$ cat src/rtl/usb_in_ep_sched.sv
// usb_in_ep_sched: shares the controller IN tx port between NUM_EP bulk IN
// endpoint FWFT FIFOs (endpoints 1..NUM_EP).
// Ports:
//   clk_i, rst_n_i (async active-low), busreset_i (sync clear)
//   highspeed_i          selects MAX_PKT_HS / MAX_PKT_FS
//   endpt_i, txact_i, txpop_i, txpktfin_i   controller tx request side
//   txdat_o, txval_o, txdat_len_o, txcork_o controller tx response side
//   ep_level_i, ep_data_i, ep_pop_o         per-endpoint FIFO side
//   underrun_o (sticky), abort_o (pulse)    error flags
// Optional: define USB_IN_ZLP_EN to send a zero-length packet after a
// max-size packet that empties its FIFO.
module usb_in_ep_sched #(
  parameter int NUM_EP     = 3,
  parameter int MAX_PKT_HS = 512,
  parameter int MAX_PKT_FS = 64,
  parameter int LEN_W      = 12
) (
  input  logic                    clk_i,
  input  logic                    rst_n_i,
  input  logic                    busreset_i,
  input  logic                    highspeed_i,
  input  logic [3:0]              endpt_i,
  input  logic                    txact_i,
  input  logic                    txpop_i,
  input  logic                    txpktfin_i,
  output logic [7:0]              txdat_o,
  output logic                    txval_o,
  output logic [LEN_W-1:0]        txdat_len_o,
  output logic                    txcork_o,
  input  logic [NUM_EP*LEN_W-1:0] ep_level_i,
  input  logic [NUM_EP*8-1:0]     ep_data_i,
  output logic [NUM_EP-1:0]       ep_pop_o,
  output logic                    underrun_o,
  output logic                    abort_o
);

  typedef enum logic [1:0] {
    IDLE,
    SEND,
    DONE
  } state_t;

  state_t state, state_nxt;

  logic [2:0]       sel_ep;
  logic             sel_vld;
  logic [LEN_W-1:0] rem;
  logic [LEN_W-1:0] rem_nxt;
  logic [LEN_W-1:0] len_q;
  logic             cork_q;
  logic             underrun_q;
  logic             abort_q;
  logic             abort_nxt;
  logic             txact_d;
  logic [NUM_EP-1:0] zlp_pending;

  logic             ep_vld;
  logic [2:0]       ep_idx;
  logic [LEN_W-1:0] maxpkt;
  logic [LEN_W-1:0] cur_level;
  logic [LEN_W-1:0] cur_len;
  logic             cur_zlp;
  logic             cur_cork;
  logic [7:0]       sel_data;
  logic             in_send;
  logic             do_pop;
  logic             txact_rise;

  assign maxpkt = highspeed_i ? LEN_W'(MAX_PKT_HS)
                              : LEN_W'(MAX_PKT_FS);

  assign ep_vld = (endpt_i != 4'd0) &&
                  (endpt_i <= 4'(NUM_EP));
  assign ep_idx = endpt_i[2:0] - 3'd1;

  always_comb begin
    cur_level = '0;
    cur_zlp   = 1'b0;
    sel_data  = '0;
    for (int i = 0; i < NUM_EP; i++) begin
      if (ep_vld && ep_idx == 3'(i)) begin
        cur_level = ep_level_i[i*LEN_W +: LEN_W];
        cur_zlp   = zlp_pending[i];
      end
      if (sel_vld && sel_ep == 3'(i)) begin
        sel_data = ep_data_i[i*8 +: 8];
      end
    end
  end

  // Saturate only for the length compare; the FIFO level is untouched.
  assign cur_len  = (cur_level > maxpkt) ? maxpkt : cur_level;
  assign cur_cork = ep_vld ? ((cur_level == '0) && !cur_zlp)
                           : 1'b1;

  assign in_send    = (state == SEND);
  assign do_pop     = in_send && txpop_i && (rem != '0);
  assign rem_nxt    = do_pop ? rem - 1'b1 : rem;
  assign txact_rise = txact_i && !txact_d;

  always_comb begin
    state_nxt = state;
    abort_nxt = 1'b0;
    unique case (state)
      IDLE: begin
        if (txact_rise) state_nxt = SEND;
      end
      SEND: begin
        // pktfin wins over a simultaneous txact fall
        if (txpktfin_i) begin
          state_nxt = DONE;
        end else if (!txact_i) begin
          state_nxt = IDLE;
          abort_nxt = (rem_nxt != '0);
        end
      end
      DONE: begin
        if (!txact_i) state_nxt = IDLE;
      end
      default: state_nxt = IDLE;
    endcase
  end

  always_comb begin
    ep_pop_o = '0;
    for (int i = 0; i < NUM_EP; i++) begin
      ep_pop_o[i] = do_pop && sel_vld &&
                    (sel_ep == 3'(i));
    end
  end

  assign txdat_o     = in_send ? sel_data : 8'h00;
  assign txval_o     = in_send && (rem != '0);
  assign txdat_len_o = len_q;
  assign txcork_o    = cork_q;
  assign underrun_o  = underrun_q;
  assign abort_o     = abort_q;

  // Tracks txact even through bus reset so a rise seen during
  // bus reset is swallowed rather than replayed afterwards.
  always_ff @(posedge clk_i or negedge rst_n_i) begin
    if (!rst_n_i) txact_d <= 1'b0;
    else          txact_d <= txact_i;
  end

  always_ff @(posedge clk_i or negedge rst_n_i) begin
    if (!rst_n_i) begin
      state      <= IDLE;
      sel_ep     <= '0;
      sel_vld    <= 1'b0;
      rem        <= '0;
      len_q      <= '0;
      cork_q     <= 1'b1;
      underrun_q <= 1'b0;
      abort_q    <= 1'b0;
    end else if (busreset_i) begin
      state      <= IDLE;
      sel_ep     <= '0;
      sel_vld    <= 1'b0;
      rem        <= '0;
      len_q      <= '0;
      cork_q     <= 1'b1;
      underrun_q <= 1'b0;
      abort_q    <= 1'b0;
    end else begin
      state   <= state_nxt;
      abort_q <= abort_nxt;
      if (in_send) rem <= rem_nxt;
      if (in_send && txpop_i && rem == '0)
        underrun_q <= 1'b1;
      if (state == IDLE) begin
        len_q  <= cur_len;
        cork_q <= cur_cork;
        if (txact_rise) begin
          sel_ep  <= ep_idx;
          sel_vld <= ep_vld;
          rem     <= cur_len;
        end
      end
    end
  end

`ifdef USB_IN_ZLP_EN
  logic [LEN_W-1:0] lock_len;
  logic [LEN_W-1:0] sel_level;
  logic             zlp_set;

  always_comb begin
    sel_level = '0;
    for (int i = 0; i < NUM_EP; i++) begin
      if (sel_vld && sel_ep == 3'(i))
        sel_level = ep_level_i[i*LEN_W +: LEN_W];
    end
  end

  // A full packet that drained the FIFO needs a ZLP terminator;
  // any other completed packet (including the ZLP) clears it.
  assign zlp_set = (lock_len == maxpkt) &&
                   (sel_level == '0);

  always_ff @(posedge clk_i or negedge rst_n_i) begin
    if (!rst_n_i) begin
      lock_len    <= '0;
      zlp_pending <= '0;
    end else if (busreset_i) begin
      lock_len    <= '0;
      zlp_pending <= '0;
    end else begin
      if (state == IDLE && txact_rise)
        lock_len <= cur_len;
      if (state == DONE && sel_vld) begin
        for (int i = 0; i < NUM_EP; i++) begin
          if (sel_ep == 3'(i))
            zlp_pending[i] <= zlp_set;
        end
      end
    end
  end
`else
  assign zlp_pending = '0;
`endif

endmodule

$ cat config.mk
export PLATFORM = sky130hd
export DESIGN_NAME = usb_in_ep_sched
export DESIGN_NICKNAME = d
export VERILOG_FILES = /design/src/rtl/usb_in_ep_sched.sv
export SDC_FILE = /design/constraint.sdc
export NUM_CORES = 1
export LEC_CHECK = 0
export CAP_MARGIN = 20
export CORE_MARGIN = 2
export CORE_UTILIZATION = 43
export DETAILED_ROUTE_END_ITERATION = 10
export PLACE_DENSITY = 0.8
export SKIP_CTS_REPAIR_TIMING = 1
export SLEW_MARGIN = 20
export SYNTH_ARGS = -nofsm -noshare
export SYNTH_HDL_FRONTEND = slang
export SYNTH_SLANG_ARGS = --single-unit
$ cat constraint.sdc
create_clock -name clk_i -period 3 [get_ports clk_i]
set_input_delay 0.45 -clock clk_i [delete_from_list [all_inputs] [get_ports clk_i]]
set_output_delay 0.45 -clock clk_i [all_outputs]
set_load 0.005 [all_outputs]
==> impl_metrics.ini <==
[detailed_routing]
wire_per_inst_um = 14.5
via_per_inst = 5.48
drc_errors = 0
drtAntennaViolNets = 0
vias = 2647
drtIter0Drc = 159
drt_wl_total_um = 7000
firstDrtPassIters = 4

[clock_tree]
htreeDepth = 2
cts_buffers = 5
clock-root-buffer = clkbuf_8
cts_tree = done
clk_pin_slew_ns = 0.07
insertion_delay_ns = 0.29
clock_path_buffers = 2
clock_sinks = 34

[synth]
synth-seq-cells = 34
syn_avg_cell_area_um2 = 8.59
synth_cell_types = 53
ys_warn_count = 0
ys_seq_area_share_pct = 35.0
syn_area_um2 = 2430
synth-edff-count = 0
synthTopCellsByArea = dfrtp_1 (34%), ha_1 (4.6%), nand2b_1 (4.1%)
async_reset_ff_share_pct = 100
syn-num-nets = 363
synth.largest_area_cell = dfrtp_1
synth_cells = 283
synth-main-ff-cell = dfrtp_1
yosys.area.top_type_share_pct = 34.0

[die]
rows = 27
die_area_um2 = 6270
die_w_um = 79.2
coreArea_um2 = 5470
start_util_pct = 44.4
die_y_um = 79.2
num_io_pins = 98

[hold_path]
min_path_cells = 2
hold_path_class = primary input to flip-flop

[sta]
slew_headroom_pct = 47.1
clock_skew_ns = 0.00968
worstMarginPinSlew_ns = 0.790
setup_slack_ns = 0.169
min_period_ns = 2.83
setup_viol = 0
fin_crit_sh_pct = 94.4
rsz0062_at_grt = no
fmax_mhz = 353
hold_viol_final = 0
finalMaxSlewViolations = 0
tns_ns = 0
holdWs_ns = 0.443

[setup_path]
required_ns = 2.55
worstRegToRegCells = 8
cp_slowest_cell = or4_1
startpoint_type = flip-flop
worstPathMaxFanout = 5
crit_path_cell_trace = or4_1, nor3_4, a311oi_2, inv_1, or2_2, nor3b_1, clkdlybuf4s50_1
cpPeakStageDelay_ns = 0.61
cp_data_arrival_time_ns = 2.38
end_kind = output port
critPathKind = flip-flop to output port

[power_and_ir_drop]
p_leak_nw = 1.60
cellPowerDensity_nw_per_um2 = 329
p_total_w = 0.00128
irDropWorstVdd_uv = 187

[global_route]
grt_max_degree = 35
grt_use_total_pct = 23.3
grt_pass1_vias = 2656
overflow = 0
grt_pass1_wl_um = 11800
antenna_found_initial = 0

[finish]
antenna_cells_inserted = 0
n_fill_cell = 451
area_growth_pct = 60.6
multi_input_area_um2 = 1560
drive_gt1_share_pct = 18.2
instances_no_fill = 483
layout.nets = 490
seq_area_um2 = 852

[placed_design]
post-dp-hpwl_um = 5630
gp_congestion = 0.894
numPortBuffers = 97
place_inst = 474
pre_cts_ws_ns = -0.562

[status]
outcome = finished clean

[flow_run]
drv_cap = 0
synthesized netlist by cell type (3+ instances only):
master	number
nand2_1	24
a21oi_1	17
nor3_1	6
ha_1	9
a221o_1	9
nor2_1	26
dfrtp_1	33
xor2_1	5
nand4_1	3
mux2i_1	3
o21ai_0	7
nand3_1	10
nor4_1	7
o22ai_1	8
or2_2	3
a22oi_1	3
inv_1	12
clkbuf_1	9
buf_2	3
or4_1	4
and2_1	3
nand3b_1	4
o21ai_1	8
xnor2_1	7
o221ai_1	9
nand2b_1	16
per-layer routing:
| metal | track usage (%) | wire length (µm) | vias to the layer above |
|---|---|---|---|
| met2 | 39.7 | 3560 | 78 |
| met5 | 0 | 0 | - |
| li1 | - | - | 1304 |
| met4 | 8.62 | 172 | 0 |
| met1 | 30.0 | 3010 | 1249 |
| met3 | 3.30 | 256 | 16 |
logic make-up after synthesis:
logic type	synth area share, %
AO/OA/AOI/OAI	23.4
XOR/XNOR	4.32
adder cells (fa/ha/maj)	4.63
buffers and inverters	4.32
flip-flops	35.0
multiplexers	1.24
AND/OR/NAND/NOR	27.0
worst paths after layout:
check / slack [ns] / endpoint / from
setup / recovery: 0.17 / ep_pop_o[1] / rem[6]$_DFF_PN0_
hold / removal: 0.44 / sel_ep[0]$_DFFE_PN0P_ / endpt_i[0]
setup reg to reg: 0.58 / rem[6]$_DFF_PN0_ / rem[6]$_DFF_PN0_
hold reg to reg: 0.48 / sel_ep[2]$_DFFE_PN0P_ / sel_ep[2]$_DFFE_PN0P_
max in group asynchronous: 2.10 / txcork_o$_DFFE_PN1N_ / rst_n_i
min in group asynchronous: 0.55 / rem[1]$_DFF_PN0_ / rst_n_i
cells in the final DEF (no fill, tap or decap), types with 3 or more instances in the layout:
master           instances
inv_1                    9
nor4_2                   3
o221ai_1                 9
or2_2                    3
a22oi_1                  3
nand3_1                 10
nor4_1                   5
xor2_1                   5
nand2b_1                15
nand3b_1                 4
dfrtp_1                 33
xnor2_1                  7
and2_1                   3
a21oi_1                 16
ha_1                     7
nor2_1                  24
nand2_1                 24
o22ai_1                  8
clkdlybuf4s50_1         95
a221o_1                  9
inv_2                    3
nand4_1                  3
or4_1                    3
nor3_1                   5
buf_4                   36
clkbuf_8                 5
o21ai_1                  7
o21ai_0                  7
sequential cells by signal, indices dropped and copies added, names as in the netlist:
register,count
abort_o,1
sel_vld,1
underrun_o,1
sel_ep,3
txdat_len_o,12
state,2
rem,12
txact_d,1
txcork_o,1
metrics by stage:
stage                     cell area [µm²]  util [%]
after floorplan                      2430         -
after global placement               3690      67.5
after detailed placement             3690      67.5
after CTS                            3810      69.6
after global routing                 3900      71.3
final                                3900      71.3
final cells by class:
class,count,area share (%)
multi-input combinational,224,39.9
inverter,12,1.15
clock inverter,3,1.15
sequential,34,21.8
timing repair buffer,133,31.9
clock buffer,5,1.76
tap,72,2.31
worst max-delay path, delay by kind of cell, from the launching register on:
family / cells / cell delay, ns
flip-flops: 1 / 0.42
AO/OA/AOI/OAI: 1 / 0.13
buffers and inverters: 2 / 0.57
AND/OR/NAND/NOR: 4 / 0.97
power breakdown:
group,leakage [nW],internal (W),switching (W)
sequential,0.465,0.000476,0.0000165
combinational,1.08,0.000209,0.000158
clock,0.0504,0.000247,0.000178
total,1.60,0.000931,0.000353
Note: power is estimated with default switching activity, not from simulation.
==> RTL edit 1, RTL diff (config.mk and constraints unchanged) <==
`NUM_EP`: 3 -> 5.
--- a/src/rtl/usb_in_ep_sched.sv
+++ b/src/rtl/usb_in_ep_sched.sv
@@ -10,7 +10,7 @@
 // Optional: define USB_IN_ZLP_EN to send a zero-length packet after a
 // max-size packet that empties its FIFO.
 module usb_in_ep_sched #(
-  parameter int NUM_EP     = 3,
+  parameter int NUM_EP     = 5,
   parameter int MAX_PKT_HS = 512,
   parameter int MAX_PKT_FS = 64,
   parameter int LEN_W      = 12
Ports: changed (resized ep_data_i, ep_level_i and ep_pop_o); port bits go from 98 to 140. The function was not compared with the original's and may differ.
==> RTL edit 1 against the unedited design <==
- total power up 17%
- register-to-register slack worse by 0.17 ns
- sequential power up 1%
- final area up 21%
- routed wire length up 36%
- worst setup slack worse by 0.023 ns
- sequential cell count unchanged
- synthesized area up 11%
- global-route usage up 4.0 points
- via count up 25%
- synthesized cell count up 12%
- utilization up 7.8 points
- critical endpoint is now txdat_len_o[9]
- largest cell class unchanged
- largest power group is now the clock network
==> RTL edit 1: results (changes against the unedited design) <==
| Quantity | Value | Unit | Change |
| --- | --- | --- | --- |
| IR drop worst, VDD | 0.000288 | V | was 0.000187 V |
| Wire length of the first global-routing pass | 15.7 | mm | was 11.8 mm |
| Run status | finished, final reports clean | - | unchanged |
| Launch point of the worst reg-to-reg path | rem[4] | - | was rem[6] |
| CP max-delay cell | sky130_fd_sc_hd__clkdlybuf4s50_1 | - | was sky130_fd_sc_hd__or4_1 |
| Net switching power of the design | 0.398 | mW | was 0.353 mW |
| Multiplexer share of the synthesized area | 1.11 | % | was 1.24% |
| Post-layout nets | 619 | - | was 490 |
| Biggest cell delay along the critical path | 0.63 | ns | was 0.61 ns |
| Parity-gate share of the synthesized area counting xor and xnor cells | 4.50 | % | was 4.32% |
| Cell variety after synth | 54 | - | was 53 |
| Via total after detailed routing | 3300 | - | was 2647 |
| HP Start | txdat_len_o[10] | - | was endpt_i[0] |
| Initial DRC Count | 252 | - | was 159 |
| Leakage | 1.90 | nW | was 1.60 nW |
| Largest delay contributor family on the critical path | buffers and inverters | - | was simple AND/OR/NAND/NOR gates |
| Setup Slack @ Placement | -0.508 | ns | was -0.562 ns |
| Routed wire length per instance | 16.6 | µm | was 14.5 µm |
| Synth Net Count | 439 | - | was 363 |
| Total detailed-routing wirelength | 9.53 | mm | was 7.00 mm |
| Share of layout cells above drive strength 1 | 16.4 | % | was 18.2% |
| Vias in the first global route | 3447 | - | was 2656 |
| WP data arrival | 3.04 | ns | was 2.38 ns |
| Final Cycle Share | 95.1 | % | was 94.4% |
| Final setup skew | 0.00660 | ns | was 0.00968 ns |
| Synth cell count leaders | 33 x sky130_fd_sc_hd__dfrtp_1, 31 x sky130_fd_sc_hd__nand2_1, 25 x sky130_fd_sc_hd__nor2_1 | - | was 33 x sky130_fd_sc_hd__dfrtp_1, 26 x sky130_fd_sc_hd__nor2_1, 24 x sky130_fd_sc_hd__nand2_1 |
| Post-Synthesis Mean Instance Area | 8.48 | µm² | was 8.59 µm² |
| Hold/Removal Path Class | reg -> reg | - | was in -> reg |
| Tightest Pin Transition | 0.749 | ns | was 0.790 ns |
| Total global routing track utilization | 27.3 | % | was 23.3% |
| Area of placed instances | 4480 | µm² | was 3690 µm² |
| Sequential-to-total area share from yosys stat | 31.6 | % | was 35.0% |
-- RTL edit 1: power groups by stage --
stage	logic (mW)	clock network (mW)	registers, mW
after floorplan	0.193	0	0.501
after global placement	0.455	0	0.503
after detailed placement	0.465	0	0.504
after CTS	0.469	0.512	0.496
after global routing	0.530	0.535	0.500
final	0.494	0.505	0.497
-- RTL edit 1: cells by family after synthesis --
family / Yosys count
adders and majority gates: 10
xor gates and xnor gates: 13
DFF: 34
muxes: 3
and+or+nand+nor: 130
buffers and inverters: 22
AOI/OAI and AO/OA: 106
-- RTL edit 1: worst paths after layout --
check | to | cells past startpoint
setup reg to reg | rem[6] | 8
max in group asynchronous | txcork_o | 2
min in group asynchronous | abort_o | 2
setup / recovery | txdat_len_o[9] | 11
hold / removal | txdat_len_o[10] | 1
hold reg to reg | txdat_len_o[10] | 1
-- RTL edit 1: metal layers --
metal,global-route usage (%),wire (µm),vias up
li1,-,-,1573
met1,31.3,3740,1545
met2,50.7,4950,161
met3,4.77,606,21
met4,9.54,238,0
met5,0,0,-
-- RTL edit 1: metrics by stage --
step	util, %	hold WS (ns)
after detailed placement	74.7	0.470
after floorplan	-	0.154
final	79.1	0.486
after global placement	74.7	0.467
after global routing	79.1	0.509
after CTS	77.0	0.492
-- RTL edit 1: area by class of cell --
cell class                      instances  share of cell area [%]
Clock inverter                          3                    1.45
Inverter                                9                   0.713
Sequential cell                        34                    18.0
Timing Repair Buffer                  186                    37.2
Clock buffer                            5                    1.45
Tap cell                               75                    1.98
Multi-Input combinational cell        262                    39.3
==> RTL edit 2, RTL diff (same flow settings) <==
Made on the original files. The 3 states of `state_t` get a one-hot encoding in 3 bits.
--- a/src/rtl/usb_in_ep_sched.sv
+++ b/src/rtl/usb_in_ep_sched.sv
@@ -34,10 +34,10 @@
   output logic                    abort_o
 );
 
-  typedef enum logic [1:0] {
-    IDLE,
-    SEND,
-    DONE
+  typedef enum logic [2:0] {
+    IDLE = 3'b001,
+    SEND = 3'b010,
+    DONE = 3'b100
   } state_t;
 
   state_t state, state_nxt;
Formal check against the unedited RTL: same outputs for any inputs over 10 cycles, from zero or initial values and one cycle with rst_n_i low; not proved beyond that.
==> RTL edit 2 against the unedited design <==
- total power fell by 4.3%
- synthesized cell count rose by 2.1%
- synthesized area rose by 8.7%
- worst setup slack improved by 0.011 ns
- routed wire length rose by 17%
- utilization fell by 0.96 points
- cell count rose by 3.1%
- final area rose by 6.7%
- largest cell class unchanged
- sequential cell count rose by 1
==> RTL edit 2: results (changes against the unedited design) <==
| Quantity | Value | Unit | Change |
| --- | --- | --- | --- |
| Initial DRC Count | 235 | - | was 159 |
| Biggest cell delay along the critical path | 0.57 | ns | was 0.61 ns |
| Leakage | 1.75 | nW | was 1.60 nW |
| Routability cong. | 0.910 | - | was 0.894 |
| Synth Net Count | 369 | - | was 363 |
| Origin of the worst setup path | rem[0] | - | was rem[6] |
| Clock transition at the registers of the reported paths | 0.08 | ns |  |
| Design internal power | 0.856 | mW | was 0.931 mW |
| HP Start | txdat_len_o[11] | - | was endpt_i[0] |
| Run status | finished, final reports clean | - | unchanged |
| Vias in the first global route | 2713 | - | was 2656 |
| Final setup skew | 0.00728 | ns | was 0.00968 ns |
| Met1 demand-to-capacity share in global routing | 30.2 | % | was 30.0% |
| Maximum number of pins on one net before global-route repair | 21 | - | was 35 |
| Met2 track demand over resource in global routing | 42.4 | % | was 39.7% |
| Largest fanout on the critical path | 9 | - | was 5 |
| CP max-delay cell | sky130_fd_sc_hd__clkdlybuf4s50_1 | - | was sky130_fd_sc_hd__or4_1 |
| Placed wire-length estimate | 6.49 | mm | was 5.63 mm |
| Share of layout cells above drive strength 1 | 22.0 | % | was 18.2% |
| Met3 Usage GRT | 4.24 | % | was 3.30% |
| Tightest Pin Transition | 0.775 | ns | was 0.790 ns |
| Launch point of the worst reg-to-reg path | state[0] | - | was rem[6] |
| Wire length of the first global-routing pass | 12.8 | mm | was 11.8 mm |
| Cell variety after synth | 64 | - | was 53 |
| Total global routing track utilization | 24.5 | % | was 23.3% |
| Cell types occupying the most area after synthesis | sky130_fd_sc_hd__dfrtp_1 31%, sky130_fd_sc_hd__a211oi_1 4.5%, sky130_fd_sc_hd__ha_1 4.3% | - | was sky130_fd_sc_hd__dfrtp_1 34%, sky130_fd_sc_hd__ha_1 4.6%, sky130_fd_sc_hd__nand2b_1 4.1% |
| Post-layout nets | 502 | - | was 490 |
| IR drop worst, VDD | 0.000237 | V | was 0.000187 V |
| Hold/Removal Path Class | reg -> reg | - | was in -> reg |
==> RTL edit 2: cell count changes after synthesis, sizes merged, moves of 5 or more <==
cell     unedited run  this run
a211oi              2        17
nor2b               1        15
nand2b             17         5
a32o                0        11
nor2               26        15
a221o               9         0
o221ai              9         0
nand3              10         3
a2bb2oi             0         6
nor3                6        11
==> RTL edit 2: cells by family (layout without fill, tap and decap cells) <==
| group | count (synthesis) | after routing | share of synthesized area (%) |
|---|---|---|---|
| AOI/OAI and AO/OA | 90 | 90 | 24.7 |
| xor gates and xnor gates | 10 | 10 | 3.31 |
| adders and majority gates | 9 | 9 | 4.26 |
| buffers and inverters | 28 | 162 | 5.49 |
| DFF | 35 | 35 | 33.2 |
| muxes | 2 | 2 | 0.805 |
| and+or+nand+nor | 115 | 115 | 28.2 |
==> RTL edit 2: routing by layer <==
metal | up-vias | wire length [µm]
met5 | - | 0
met4 | 0 | 158
met3 | 13 | 377
met2 | 85 | 4310
met1 | 1367 | 3350
li1 | 1351 | -
==> RTL edit 2: worst paths after layout <==
kind | end | slack, ns | cells past startpoint
min in group asynchronous | underrun_o | 0.52 | 1
setup / recovery | ep_pop_o[2] | 0.18 | 7
max in group asynchronous | rem[8] | 1.87 | 2
hold / removal | txdat_len_o[11] | 0.49 | 1
setup reg to reg | rem[8] | 0.78 | 5
hold reg to reg | txdat_len_o[11] | 0.49 | 1
==> RTL edit 2: power groups by stage <==
stage / Combinational, mW / Clock [mW] / Sequential [mW]
after floorplan: 0.152 / 0 / 0.499
after global placement: 0.335 / 0 / 0.508
after detailed placement: 0.342 / 0 / 0.508
final: 0.372 / 0.357 / 0.500
after CTS: 0.344 / 0.357 / 0.499
after global routing: 0.402 / 0.384 / 0.502
==> RTL edit 2: area by class of cell <==
type,count,area (µm²)
timing repair buffer,140,1300
multi-input combinational,226,1750
tap,75,93.8
sequential,35,878
clock inverter,3,23.8
clock buffer,5,68.8
inverter,14,52.6
fill,456,1750
==> RTL edit 2: worst register-to-register path: cells and delay by family (launching register included) <==
kind | cells | cell delay (ns)
AND/OR/NAND/NOR | 4 | 1.35
flip-flops | 1 | 0.59
AO/OA/AOI/OAI | 1 | 0.22
==> RTL edit 2: per-stage QoR <==
| step | worst slack, ns | utilization (%) | cells | total power, mW | cell area [µm²] |
|---|---|---|---|---|---|
| after CTS | -0.350 | 67.9 | 496 | 1.20 | 4020 |
| after global placement | -0.493 | 66.4 | 488 | 0.843 | 3930 |
| after floorplan | 0.00963 | - | 289 | 0.652 | 2650 |
| after global routing | 0.0416 | 70.4 | 498 | 1.29 | 4170 |
| final | 0.180 | 70.4 | 498 | 1.23 | 4170 |
| after detailed placement | -0.693 | 66.4 | 488 | 0.850 | 3930 |
